<file path="src/rtl/pipe_stage_reg.sv">
`default_nettype none
// =============================================================================
// pipe_stage_reg : valid/ready pipeline register with flush, bubble (NOP)
//                  injection and a saturating stall counter. Define
//                  PIPE_SKID_EN to add a second (skid) entry.
// Revision       : 1.0
// =============================================================================
module pipe_stage_reg #(
    parameter int DATA_W = 32,
    parameter int CTRL_W = 8,
    parameter int CNT_W  = 16
) (
    input  logic              clk,
    input  logic              rst,
    input  logic              in_valid,
    output logic              in_ready,
    input  logic [DATA_W-1:0] in_data,
    input  logic [CTRL_W-1:0] in_ctrl,
    input  logic              flush,
    input  logic              bubble,
    output logic              out_valid,
    input  logic              out_ready,
    output logic [DATA_W-1:0] out_data,
    output logic [CTRL_W-1:0] out_ctrl,
    output logic [CNT_W-1:0]  stall_cnt
);

    localparam logic [CNT_W-1:0] c_cnt_one = {{(CNT_W-1){1'b0}}, 1'b1};

    logic w_consume;
    logic w_accept;

    assign w_consume = out_valid && out_ready;
    assign w_accept  = in_valid && in_ready;

`ifdef PIPE_SKID_EN
    logic              r_skid_valid;
    logic [DATA_W-1:0] r_skid_data;
    logic [CTRL_W-1:0] r_skid_ctrl;

    // Ready depends only on registered skid state, never on out_ready.
    assign in_ready = rst && !r_skid_valid && !bubble && !flush;

    always_ff @(posedge clk or negedge rst) begin
        if (!rst) begin
            out_valid    <= 1'b0;
            out_data     <= '0;
            out_ctrl     <= '0;
            r_skid_valid <= 1'b0;
            r_skid_data  <= '0;
            r_skid_ctrl  <= '0;
        end else if (flush) begin
            out_valid    <= 1'b0;
            out_data     <= '0;
            out_ctrl     <= '0;
            r_skid_valid <= 1'b0;
            r_skid_data  <= '0;
            r_skid_ctrl  <= '0;
        end else if (!out_valid || w_consume) begin
            if (r_skid_valid) begin
                out_valid    <= 1'b1;
                out_data     <= r_skid_data;
                out_ctrl     <= r_skid_ctrl;
                r_skid_valid <= 1'b0;
                r_skid_data  <= '0;
                r_skid_ctrl  <= '0;
            end else if (bubble) begin
                out_valid <= 1'b1;
                out_data  <= '0;
                out_ctrl  <= '0;
            end else if (w_accept) begin
                out_valid <= 1'b1;
                out_data  <= in_data;
                out_ctrl  <= in_ctrl;
            end else begin
                out_valid <= 1'b0;
                out_ctrl  <= '0;
            end
        end else if (w_accept) begin
            // Main is stalled: park the new beat behind it.
            r_skid_valid <= 1'b1;
            r_skid_data  <= in_data;
            r_skid_ctrl  <= in_ctrl;
        end
    end
`else
    assign in_ready = rst && (!out_valid || out_ready) && !bubble && !flush;

    always_ff @(posedge clk or negedge rst) begin
        if (!rst) begin
            out_valid <= 1'b0;
            out_data  <= '0;
            out_ctrl  <= '0;
        end else if (flush) begin
            out_valid <= 1'b0;
            out_data  <= '0;
            out_ctrl  <= '0;
        end else if (!out_valid || w_consume) begin
            if (bubble) begin
                out_valid <= 1'b1;
                out_data  <= '0;
                out_ctrl  <= '0;
            end else if (w_accept) begin
                out_valid <= 1'b1;
                out_data  <= in_data;
                out_ctrl  <= in_ctrl;
            end else begin
                out_valid <= 1'b0;
                out_ctrl  <= '0;
            end
        end
    end
`endif

    always_ff @(posedge clk or negedge rst) begin
        if (!rst) begin
            stall_cnt <= '0;
        end else if (out_valid && !out_ready && (stall_cnt != '1)) begin
            stall_cnt <= stall_cnt + c_cnt_one;
        end
    end

endmodule
`default_nettype wire

</file>
<file path="config.mk">
export PLATFORM = sky130hd
export DESIGN_NAME = pipe_stage_reg
export DESIGN_NICKNAME = d
export VERILOG_FILES = /design/src/rtl/pipe_stage_reg.sv
export SDC_FILE = /design/constraint.sdc
export NUM_CORES = 1
export LEC_CHECK = 0
export CAP_MARGIN = 20
export CORE_MARGIN = 5
export CORE_UTILIZATION = 37
export CTS_CLUSTER_DIAMETER = 50
export DETAILED_ROUTE_END_ITERATION = 16
export PLACE_DENSITY = 0.8
export SYNTH_ARGS = -nofsm -noshare
export SYNTH_HDL_FRONTEND = slang
export SYNTH_SLANG_ARGS = --single-unit
</file>
<file path="constraint.sdc">
create_clock -name clk -period 1.6 [get_ports clk]
set_input_delay 0.16 -clock clk [delete_from_list [all_inputs] [get_ports clk]]
set_output_delay 0.16 -clock clk [all_outputs]
set_load 0.02 [all_outputs]
</file>
==> flow_metrics.tcl, run 1 <==
set metrics [dict create \
    clockRootBuffer "clkbuf_8" \
    setup-violations-final 0 \
    crit_required_ps 1810 \
    yosysSeqAreaShare_pct 62.1 \
    layout_common_cells "84 x clkdlybuf4s50_1, 46 x dfrtp_1, 40 x a22o_1" \
    final_common_cell "clkdlybuf4s50_1" \
    holdWs_ps -2.21 \
    ant_nets 0 \
    yosys.area_share.simple_pct 11.2 \
    fin_nets 353 \
    io_pins 104 \
    wl_um 6250 \
    peakVddDrop_uv 690 \
    drive_gt1_share_pct 22.5 \
    placed_cells 366 \
    grt_start_max_net_pins 58 \
    synth_xor_area_share_pct 5.72 \
    synthToLayoutAreaGrowth_pct 71.2 \
    grt_pass1_wl_um 10100 \
    hp-class "in -> async" \
    power_uw 4230 \
    rows 28 \
    critPathMaxFanout 4 \
    start_util_pct 38.3 \
    finish.utilization_pct 65.7 \
    synth_seq_cells 57 \
    synth_area_um2 2300 \
    tightest_slew_ps 689 \
    synth_mux_area_share_pct 0.654 \
    clkTransAtPathRegs_ps 60 \
    drc_errors 0 \
    finalCritPeriodShare_pct 98.6 \
    synth_edf_count 0 \
    dp_hpwl_um 4640 \
    relSlewSlack_pct 54.1 \
    grt-ovfl-total 0 \
    violations "negative hold slack" \
    synth_top_family_by_area "compound AO/OA/AOI/OAI gates" \
    path_class "reg -> reg" \
    synth_fa_ha_area_share_pct 0.545 \
    cts_inserted_buffers 9 \
    start_kind "flop" \
    hold_violations 1 \
    syn_area_per_cell_um2 13.7 \
    reg2regPathDepth 5 \
    worstSkewPairLatency_ps 320 \
    worst_slack_ps 21.6 \
    maxCapViolCount 0 \
    ys_types 28 \
    endpoint_kind "flop" \
    synth_nets 215 \
    clock_sinks 57 \
    post_drt_wl_per_cell_um 16.2 \
    clock.fmax_ghz 0.634 \
    grtUsageTotal_pct 17.1 \
    syn_inst 168 \
    cts_tree "built" \
    ys_warn_count 0 \
    fp.dieW_um 88.8 \
    io_buffers 103 \
    dieArea_um2 7880 \
    routed_via_density 4.92 \
    htree_levels 3 \
    maxSlewViolCount 0 \
    dr.pass1.iters 4 \
    arrival_ps 1790 \
    grt_antenna_before_repair 0 \
    finalClockSkew_ps 4.33 \
    rsz0062_at_grt "yes" \
    layout.cells.non_filler 386 \
    leakage_uw 0.00191 \
    vias 1901 \
    pre_cts_slack_ps -232 \
    place.gp.congestion 0.804 \
    core_area_um2 5990 \
    fin_setup_tns_ps 0 \
    fp.dieH_um 88.8 \
    synth_compound_gate_area_share_pct 17.6 \
    async_flop_share_pct 100 \
    drt_first_iter_violations 60 \
    synth-main-ff-cell "dfrtp_1" \
    diodes 0 \
    run_status "finished with violations" \
    period_minus_slack_ps 1580 \
    clock_path_buffers 2 \
    holdBufCountCts 0 \
    grt_pass1_vias 2121 \
    powerDensity_nw_per_um2 1080 \
]
flip-flops by register name, indices dropped and copies added (netlist names):
signal     flops
out_valid      1
stall_cnt     16
out_data      32
out_ctrl       8
logic make-up after synthesis:
| kind of cell | count (synthesis) |
|---|---|
| flops | 57 |
| fa+ha+maj | 1 |
| buf+inv | 9 |
| compound gates | 44 |
| xor+xnor | 15 |
| simple gates | 41 |
| mux | 1 |
cells in the mapped netlist, types with 2 or more instances:
library cell | count | area [um^2]
xnor2_1 | 6 | 52.6
nor2_1 | 8 | 30.0
nand3_1 | 7 | 35.0
xor2_1 | 9 | 78.8
a22o_1 | 40 | 350
dfrtp_1 | 57 | 1430
nand4_1 | 4 | 25.0
buf_2 | 7 | 35.0
and3_1 | 2 | 12.5
nand2b_1 | 2 | 12.5
nand2_1 | 6 | 22.5
nor3_1 | 4 | 20.0
where the power goes:
group | switching, uW | internal, uW
registers | 73.4 | 1530
logic | 373 | 423
clock network | 553 | 1270
final cells by class:
type / count / area, um^2
Clock buffer: 11 / 151
Clock inverter: 5 / 125
Fill cell: 451 / 2060
Inverter: 1 / 3.75
Multi-Input combinational cell: 102 / 841
Sequential cell: 57 / 1440
Tap cell: 75 / 93.8
Timing Repair Buffer: 135 / 1280
critical path, cell delays in order, from the launching register on:
cell     delay (ps)
dfrtp_2         390
ha_4            150
nand4_1         170
o41ai_4         270
buf_4           190
mux2_4          290
worst paths after layout:
kind	start	endpoint	slack, ps
worst max-delay path	stall_cnt[0]$_DFFE_PN0P_	stall_cnt[1]$_DFFE_PN0P_	20
worst min-delay path	rst	out_data[10]$_DFFE_PN0P_	-2
worst max register to register	stall_cnt[0]$_DFFE_PN0P_	stall_cnt[1]$_DFFE_PN0P_	20
worst min register to register	out_data[19]$_DFFE_PN0P_	out_data[19]$_DFFE_PN0P_	500
max in group asynchronous	rst	stall_cnt[0]$_DFFE_PN0P_	1110
min in group clk	in_ctrl[1]	out_ctrl[1]$_DFFE_PN0P_	430
through the flow:
step / cell area (um^2) / hold WS, ps
after floorplan: 2330 / -136
after global placement: 3630 / 390
after detailed placement: 3630 / 393
after CTS: 3910 / 24.0
after global routing: 3930 / 64.9
final: 3930 / -2.21
metal layers:
metal	routed length (um)	share of wire (%)	global-route usage [%]
met5	0	0	0
met3	473	7.6	5.03
met2	3170	51	27.3
met1	2530	40	21.4
met4	86	1.4	7.69
what timing repair did:
item / in CTS / in global routing
setup endpoints to repair: 23 / 22
resized for setup: 14 / 9
hold endpoints to repair: 0 / 0
pin swaps: 2 / 2
setup buffers: 2 / 2
(Power assumes the default switching activity.)
==> run 2: changes to the inputs <==
Settings changed: CTS_CLUSTER_SIZE set to 20.
==> results of run 2 <==
Final layout, timing and power as in run 1 (identical DEF).
==> run 3: changes to the inputs <==
Settings changed: TNS_END_PERCENT set to 50.
==> run 3 against run 2 <==
Compared with the run above: the flow finishes with violations (negative setup slack); sequential cell count stayed put; combinational power rose by 6.4%; via count increased by 2.2%; critical endpoint is now stall_cnt[11]$_DFFE_PN0P_.
==> flow_metrics.tcl, run 3 (synthesis gave the netlist of run 1 again) <==
set metrics [dict create \
    run_status "finished with violations" \
    violations "negative setup slack" \
    vias 1942 \
    path_buf_inv 0 \
    crit_required_ps 1840 \
    hold_violations 0 \
    grt_antenna_before_repair 0 \
    seqCellArea_um2 1440 \
    clock.fmax_ghz 0.618 \
    drc_errors 0 \
    clock_sinks 57 \
    finalCritPeriodShare_pct 101 \
    io_buffers 103 \
    core_area_um2 5990 \
    worst_slack_ps -18.2 \
    cts_tree "built" \
    grtUsageTotal_pct 17.7 \
    place_area_um2 3630 \
    htree_levels 3 \
    wl_um 6650 \
    finalClockSkew_ps 4.29 \
    dr.pass1.iters 4 \
    start_util_pct 38.3 \
    path_class "reg -> reg" \
    powerDensity_nw_per_um2 963 \
    finish.utilization_pct 65.3 \
    grt_pass1_vias 2107 \
    final_common_cell "clkdlybuf4s50_1" \
    grt_pass1_wl_um 10500 \
    relSlewSlack_pct 53.1 \
    fp.dieH_um 88.8 \
    post_drt_wl_per_cell_um 17.2 \
    fin_area_um2 3910 \
    crit_path_top_delay_cell "or4_4" \
    maxSlewViolCount 0 \
    fill_cells 483 \
    peakVddDrop_uv 590 \
    drive_gt1_share_pct 23.8 \
    ant_nets 0 \
    critPathMaxFanout 4 \
    maxCapViolCount 0 \
    endpoint_kind "flop" \
    synthToLayoutAreaGrowth_pct 70.2 \
    clock_path_buffers 2 \
    period_minus_slack_ps 1620 \
    grt_start_max_net_pins 58 \
    r2r-start "stall_cnt[0]$_DFFE_PN0P_" \
    regMostFlops "out_data" \
    top_regs "out_data: 32 flops, stall_cnt: 16 flops, out_ctrl: 8 flops" \
    crit_family "simple AND/OR/NAND/NOR gates" \
    cp_cell_sequence "ha_4, nand4_1, or4_4, nand2_1, xnor2_1" \
    worstSkewPairLatency_ps 320 \
    arrival_ps 1850 \
    place.gp.congestion 0.788 \
    io_pins 104 \
    dieArea_um2 7880 \
    drt_first_iter_violations 45 \
    multi_input_area_um2 880 \
    tightest_slew_ps 704 \
    start_kind "flop" \
    dp_hpwl_um 4670 \
    rsz0062_at_grt "yes" \
    layout_common_cells "86 x clkdlybuf4s50_1, 46 x dfrtp_1, 40 x a22o_1" \
    cp_slowest_stage_delay_ps 570 \
    holdBufCountCts 0 \
    leakage_uw 0.00190 \
    clkTransAtPathRegs_ps 70 \
    setup-violations-final 3 \
    power_uw 3770 \
    fin_nets 354 \
    grt-ovfl-total 0 \
    routed_via_density 5.03 \
    fp.dieW_um 88.8 \
    crit_start "stall_cnt[0]$_DFFE_PN0P_" \
    diodes 0 \
    clockRootBuffer "clkbuf_8" \
    rows 28 \
    cts_inserted_buffers 9 \
    hp-class "in -> async" \
    largest_register_ffs 32 \
]
## run 3: report_power, final
group          leakage [uW]  internal [uW]  switching, uW
Combinational       0.00103            448            399
Sequential         0.000765           1530           63.8
Clock              0.000102            791            530
Total               0.00190           2770            993
## run 3: metrics by stage
step	TNS [ps]	setup slack, ps	hold WS (ps)	cells
floorplan	-559	-62.7	-136	168
global placement	-5960	-168	425	367
finish	-40.2	-18.2	25.4	386
CTS	-95.7	-84.4	51.8	384
global route	-426	-93.3	91.1	386
detailed placement	-8230	-234	411	367
## run 3: layout make-up
type	count	share of cell area (%)
Sequential cell	57	36.8
Timing Repair Buffer	136	33.2
Multi-Input combinational cell	102	22.5
Clock buffer	12	3.97
Tap cell	75	2.40
Clock inverter	3	1.02
Inverter	1	0.0960
## run 3: routing by layer
| layer | track usage [%] | vias to the layer above | part of all wire [%] |
|---|---|---|---|
| li1 | - | 905 | - |
| met1 | 21.6 | 949 | 40 |
| met2 | 29.0 | 74 | 51 |
| met3 | 5.12 | 14 | 6.5 |
| met4 | 8.24 | 0 | 2.5 |
| met5 | 0 | - | 0 |
## run 3: worst paths after layout
path / to / slack [ps] / cells after the start
min: out_data[12]$_DFFE_PN0P_ / 30 / 2
max in group asynchronous: out_valid$_DFFE_PN0P_ / 1060 / 2
max: stall_cnt[11]$_DFFE_PN0P_ / -20 / 5
max reg2reg: stall_cnt[11]$_DFFE_PN0P_ / -20 / 5
min reg2reg: out_data[10]$_DFFE_PN0P_ / 500 / 1
min in group clk: out_ctrl[3]$_DFFE_PN0P_ / 440 / 2
## run 3: what timing repair did
action                                  4_1_cts  5_1_grt
cloned                                        0        0
resized for setup                            11       15
endpoints found under the setup margin       18       41
setup buffers                                 2        2
pin swaps                                     3        2
hold endpoints to repair                      0        0
